`src/rtl/skid_pipe_pkg.sv`:
```
// skid_pipe_pkg
// Shared constants and helpers for the skid_pipe register pipeline.
//   MODE_FWD  : forward stage, valid/data registered, ready combinational
//   MODE_BWD  : backward skid stage, ready registered, valid/data pass through
//   MODE_FULL : main + skid entry, valid, data and ready all registered
//   count_width(depth) : width of the occupancy counter for a chain of depth stages
package skid_pipe_pkg;

  localparam int MODE_FWD  = 0;
  localparam int MODE_BWD  = 1;
  localparam int MODE_FULL = 2;

  // Each stage holds at most two beats, so the count spans 0..2*depth.
  function automatic int count_width(input int depth);
    return $clog2(2 * depth + 1);
  endfunction

endpackage

```
`src/rtl/skid_stage.sv`:
```
// skid_stage
// One valid/ready register stage of the skid_pipe chain.
// Ports:
//   clk, rst          : clock, synchronous active-high reset
//   flush             : clears held beats, blocks both handshakes this cycle
//   valid_f/ready_f/data_f : upstream handshake and payload
//   valid_b/ready_b/data_b : downstream handshake and payload
//   occ               : number of beats held in this stage (0..2)
module skid_stage
  import skid_pipe_pkg::*;
#(
  parameter int L    = 8,
  parameter int MODE = MODE_FULL
) (
  input  logic         clk,
  input  logic         rst,
  input  logic         flush,
  input  logic         valid_f,
  output logic         ready_f,
  input  logic [L-1:0] data_f,
  output logic         valid_b,
  input  logic         ready_b,
  output logic [L-1:0] data_b,
  output logic [1:0]   occ
);

  if (MODE == MODE_FWD) begin : g_fwd
    logic         v;
    logic [L-1:0] d;

    assign ready_f = (!v || ready_b) && !flush;
    assign valid_b = v && !flush;
    assign data_b  = d;
    assign occ     = {1'b0, v};

    always_ff @(posedge clk) begin
      if (rst) begin
        v <= 1'b0;
        d <= '0;
      end else if (flush) begin
        v <= 1'b0;
      end else if (valid_f && ready_f) begin
        d <= data_f;
        v <= 1'b1;
      end else if (ready_b) begin
        v <= 1'b0;
      end
    end

  end else if (MODE == MODE_BWD) begin : g_bwd
    logic         sv;
    logic [L-1:0] sd;

    // Ready comes only from the skid register, so the downstream ready path
    // is cut here; an empty stage lets the beat straight through.
    assign ready_f = !sv && !flush;
    assign valid_b = (sv || valid_f) && !flush;
    assign data_b  = sv ? sd : data_f;
    assign occ     = {1'b0, sv};

    always_ff @(posedge clk) begin
      if (rst) begin
        sv <= 1'b0;
        sd <= '0;
      end else if (flush) begin
        sv <= 1'b0;
      end else if (sv) begin
        if (ready_b) sv <= 1'b0;
      end else if (valid_f && !ready_b) begin
        sv <= 1'b1;
        sd <= data_f;
      end
    end

  end else if (MODE == MODE_FULL) begin : g_full
    logic         mv, sv;
    logic [L-1:0] md, sd;
    logic         accept, take;

    assign ready_f = !sv && !flush;
    assign valid_b = mv && !flush;
    assign data_b  = md;
    assign occ     = {1'b0, mv} + {1'b0, sv};
    assign accept  = valid_f && ready_f;
    assign take    = valid_b && ready_b;

    // The skid entry only fills when main is stalled, so a taken main
    // always refills from skid first, keeping beats in arrival order.
    always_ff @(posedge clk) begin
      if (rst) begin
        mv <= 1'b0;
        sv <= 1'b0;
        md <= '0;
        sd <= '0;
      end else if (flush) begin
        mv <= 1'b0;
        sv <= 1'b0;
      end else if (take) begin
        if (sv) begin
          md <= sd;
          sv <= 1'b0;
        end else if (accept) begin
          md <= data_f;
        end else begin
          mv <= 1'b0;
        end
      end else if (accept) begin
        if (!mv) begin
          mv <= 1'b1;
          md <= data_f;
        end else begin
          sv <= 1'b1;
          sd <= data_f;
        end
      end
    end

  end else begin : g_bad_mode
    $error("skid_stage: illegal MODE %0d (expected 0, 1 or 2)", MODE);
  end

endmodule

```
`src/rtl/skid_pipe.sv`:
```
// skid_pipe
// DEPTH cascaded skid_stage instances of one MODE, with flush and a beat count.
// Ports:
//   clk, rst               : clock, synchronous active-high reset
//   flush                  : synchronous clear of all held beats
//   valid_f/ready_f/data_f : producer side
//   valid_b/ready_b/data_b : consumer side
//   count                  : beats currently held across all stages
module skid_pipe
  import skid_pipe_pkg::*;
#(
  parameter int L     = 8,
  parameter int DEPTH = 2,
  parameter int MODE  = MODE_FULL
) (
  input  logic                          clk,
  input  logic                          rst,
  input  logic                          flush,
  input  logic                          valid_f,
  output logic                          ready_f,
  input  logic [L-1:0]                  data_f,
  output logic                          valid_b,
  input  logic                          ready_b,
  output logic [L-1:0]                  data_b,
  output logic [count_width(DEPTH)-1:0] count
);

  localparam int CW = count_width(DEPTH);

  if (DEPTH < 1 || L < 1) begin : g_bad_size
    $error("skid_pipe: DEPTH (%0d) and L (%0d) must both be at least 1", DEPTH, L);
  end

  // Link k is the *_f side of stage k and the *_b side of stage k-1.
  logic         vc  [DEPTH+1];
  logic         rc  [DEPTH+1];
  logic [L-1:0] dc  [DEPTH+1];
  logic [1:0]   occ [DEPTH];

  assign vc[0]     = valid_f;
  assign dc[0]     = data_f;
  assign ready_f   = rc[0];
  assign valid_b   = vc[DEPTH];
  assign data_b    = dc[DEPTH];
  assign rc[DEPTH] = ready_b;

  for (genvar k = 0; k < DEPTH; k++) begin : g_stage
    skid_stage #(
      .L    (L),
      .MODE (MODE)
    ) u_stage (
      .clk     (clk),
      .rst     (rst),
      .flush   (flush),
      .valid_f (vc[k]),
      .ready_f (rc[k]),
      .data_f  (dc[k]),
      .valid_b (vc[k+1]),
      .ready_b (rc[k+1]),
      .data_b  (dc[k+1]),
      .occ     (occ[k])
    );
  end

  // Occupancies come straight from stage registers, so the sum tracks
  // the same edge as the transfers.
  always_comb begin
    count = '0;
    for (int i = 0; i < DEPTH; i++) begin
      count = count + CW'(occ[i]);
    end
  end

endmodule

```
`config.mk`:
```
export PLATFORM = sky130hd
export DESIGN_NAME = skid_pipe
export DESIGN_NICKNAME = d
export VERILOG_FILES = /design/src/rtl/skid_pipe_pkg.sv /design/src/rtl/skid_stage.sv /design/src/rtl/skid_pipe.sv
export SDC_FILE = /design/constraint.sdc
export NUM_CORES = 1
export LEC_CHECK = 0
export CAP_MARGIN = 20
export CORE_MARGIN = 4
export CORE_UTILIZATION = 60
export CTS_BUF_LIST = sky130_fd_sc_hd__clkbuf_8
export CTS_CLUSTER_SIZE = 8
export DETAILED_ROUTE_END_ITERATION = 8
export PLACE_DENSITY = 0.88
export SYNTH_ARGS = -nofsm -noshare
export SYNTH_HDL_FRONTEND = slang
export SYNTH_SLANG_ARGS = --single-unit
```
`constraint.sdc`:
```
create_clock -name clk -period 4.09 [get_ports clk]
set_clock_uncertainty 0.1 [all_clocks]
set_input_delay 0.6135 -clock clk [delete_from_list [all_inputs] [get_ports clk]]
set_output_delay 0.6135 -clock clk [all_outputs]
set_load 0.1 [all_outputs]
```
==> flow_summary.yaml <==
clock_tree:
  ctsResizeCount: 0
  max-clock-path-buffers: 2
  cts_tree: "yes"
  numCtsBuffers: 5
  clockRootBuffer: "clkbuf_8"
  cts_setup_buffers: 0
  cts_num_sinks: 36
  htreeDepth: 2
  clkSlewWorstSetupHoldPaths_ps: 70
  hold_buffers: 0
  insertion_delay_ps: 280
routing:
  wl_mm: 3.97
  first_pass_iters: 4
  drt_iter0_markers: 89
  ant_nets: 0
  vias_per_cell: 6.45
  vias: 1509
  wire_per_inst_um: 17.0
  drc_errors: 0
logic_synthesis:
  syn_inst: 194
  synth_mux_area_frac: 0.103
  synth_nets: 210
  synth_ff_type: "dfxtp_1"
  synthTopCellsByArea: "dfxtp_1 (39%), a211oi_2 (11%), mux2i_1 (8.7%), a21oi_1 (7.3%), buf_4 (4.9%)"
  ys_seq_elements: 36
  yosysSeqAreaShare: 0.390
  syn_avg_cell_area_sq_um: 9.53
  synth.largest_area_cell: "dfxtp_1"
  synth_edf_count: 0
  synthArstFlopShare: 0
  synth.cell_area_sq_um: 1850
  post_synth_xor_area_fraction: 0
  synthAdderAreaFrac: 0.0244
  synth_compound_area_frac: 0.268
  synth.top_cell.area_share: 0.390
  ys_top_cells_by_count: "dfxtp_1 (36), a21oi_1 (27), o21ai_1 (17)"
  synth_cell_type_count: 32
  synth_top_family_by_area: "compound AO/OA/AOI/OAI gates"
  ys_warn_count: 0
  yosys.area_share.simple: 0.107
  yosysMostFrequentCell: "dfxtp_1"
die:
  start_util: 0.648
  fp.dieH_um: 63.5
  fp-row-count: 19
  core_area_sq_um: 2850
  ios: 26
  die_w_um: 63.5
  die-area_sq_um: 4030
grt:
  grt_first_pass_wirelength_mm: 7.04
  grt_usage: 0.218
  grt_pass1_vias: 1522
  overflow: 0
  grt_max_degree: 37
  grtUsageMet1: 0.271
  gr-usage-met2: 0.355
  grt_antenna_before_repair: 0
  use_met3: 0.0693
  busiest_layer: "met2"
pwr:
  power_frac_seq: 0.522
  pwr-share-comb: 0.151
  peakVddDrop_v: 0.000299
  intPower_w: 0.000508
  p_leak_nw: 0.726
  power_switching_share: 0.279
  switching_power_w: 0.000197
  p_clk_frac: 0.327
  p_per_area_nw_per_um2: 343
flow_run:
  max-cap-violations: 0
placement:
  port_buffers: 25
  dp_slack_ps: 1240
  gp_congestion: 0.776
  dp_hpwl_mm: 2.80
sta:
  clock.fmax_mhz: 338
  maxSlewHeadroom: 0.353
  setup_slack_ps: 1130
  setup_viol: 0
  tightest_slew_ps: 967
  rsz0062_at_grt: "no"
  fin_crit_sh: 0.723
  min_period_ps: 2960
  finalHoldViolations: 0
  report.final.slew_viol_count: 0
  fin_tns_setup_ps: 0
finish:
  layout-drive-gt1-share: 0.167
  postLayoutCoreUtil: 0.720
  syn_to_final_growth_pct: 11.0
  nets: 219
  antenna_cells: 0
worst_hold_path:
  hp-class: "flip-flop to flip-flop"
setup_path:
  critPathArrivalTime_ps: 2240
  start_kind: "flip-flop"
  cp_max_fo: 13
  cp-end-kind: "primary output"
  cp_data_required_time_ps: 3380
  crit_type: "flip-flop to primary output"
outcome:
  status: "complete, no violations"
[final cells by class]
class / instances / area [sq um]
Clock buffer: 5 / 68.8
Clock inverter: 2 / 8.76
Fill cell: 226 / 800
Inverter: 8 / 30.0
Multi-Input combinational cell: 124 / 928
Sequential cell: 36 / 721
Tap cell: 31 / 38.8
Timing Repair Buffer: 28 / 258
[power groups by stage]
stage               Combinational (W)  Clock (W)  Sequential (W)
finish                       0.000106   0.000231        0.000368
global placement             0.000102          0        0.000375
detailed placement           0.000106          0        0.000376
global route                 0.000113   0.000258        0.000369
floorplan                   0.0000839          0        0.000372
CTS                          0.000106   0.000235        0.000368
[path summary, 6_finish.rpt]
check,slack (ps),end,depth (start not counted),start
max,1130,count[1],6,g_stage[0].u_stage.g_full.mv
min,380,g_stage[0].u_stage.g_full.sd[5],2,g_stage[0].u_stage.g_full.sd[5]
max reg2reg,1930,g_stage[1].u_stage.data_b[6],3,g_stage[1].u_stage.g_full.sv
min reg2reg,380,g_stage[0].u_stage.g_full.sd[5],2,g_stage[0].u_stage.g_full.sd[5]
[state kept, by name, indices dropped and copies added (netlist names)]
| signal | cells |
|---|---|
| g_stage.u_stage.data_b | 16 |
| g_stage.u_stage.g_full.mv | 2 |
| g_stage.u_stage.g_full.sd | 16 |
| g_stage.u_stage.g_full.sv | 2 |
[critical path, cell delays in order, from the launching register on]
cell	delay, ps
dfxtp_1	540
inv_1	110
fa_1	510
inv_1	40
ha_1	190
ha_1	270
buf_4	280
[cells in the final DEF (no fill, tap or decap), drive strengths merged, types with 6 or more instances in the layout]
cell type,n
a211oi,17
a21oi,28
a31oi,8
buf,7
clkbuf,6
clkdlybuf4s50,20
dfxtp,36
inv,8
mux2i,16
nand3,16
o21ai,17
[cells by family (layout without fill, tap and decap cells)]
family | count (synthesis) | after routing
muxes | 18 | 18
adders and majority gates | 3 | 3
DFF | 36 | 36
AOI/OAI and AO/OA | 71 | 71
buffers and inverters | 34 | 43
and+or+nand+nor | 32 | 32
[routing by layer]
layer	routed length, um	vias up
met5	0	-
met4	68	0
met3	235	9
met2	2050	54
met1	1610	724
li1	-	722
[per-stage QoR]
| stage | std cells | instance area (sq um) | total power (W) | hold slack (ps) |
|---|---|---|---|---|
| final | 234 | 2050 | 0.000705 | 380 |
| after global placement | 226 | 1970 | 0.000477 | 365 |
| after detailed placement | 226 | 1970 | 0.000481 | 371 |
| after global routing | 234 | 2050 | 0.000740 | 404 |
| after floorplan | 194 | 1850 | 0.000456 | 356 |
| after CTS | 233 | 2050 | 0.000709 | 380 |
Power figures use the tool's default switching activity.
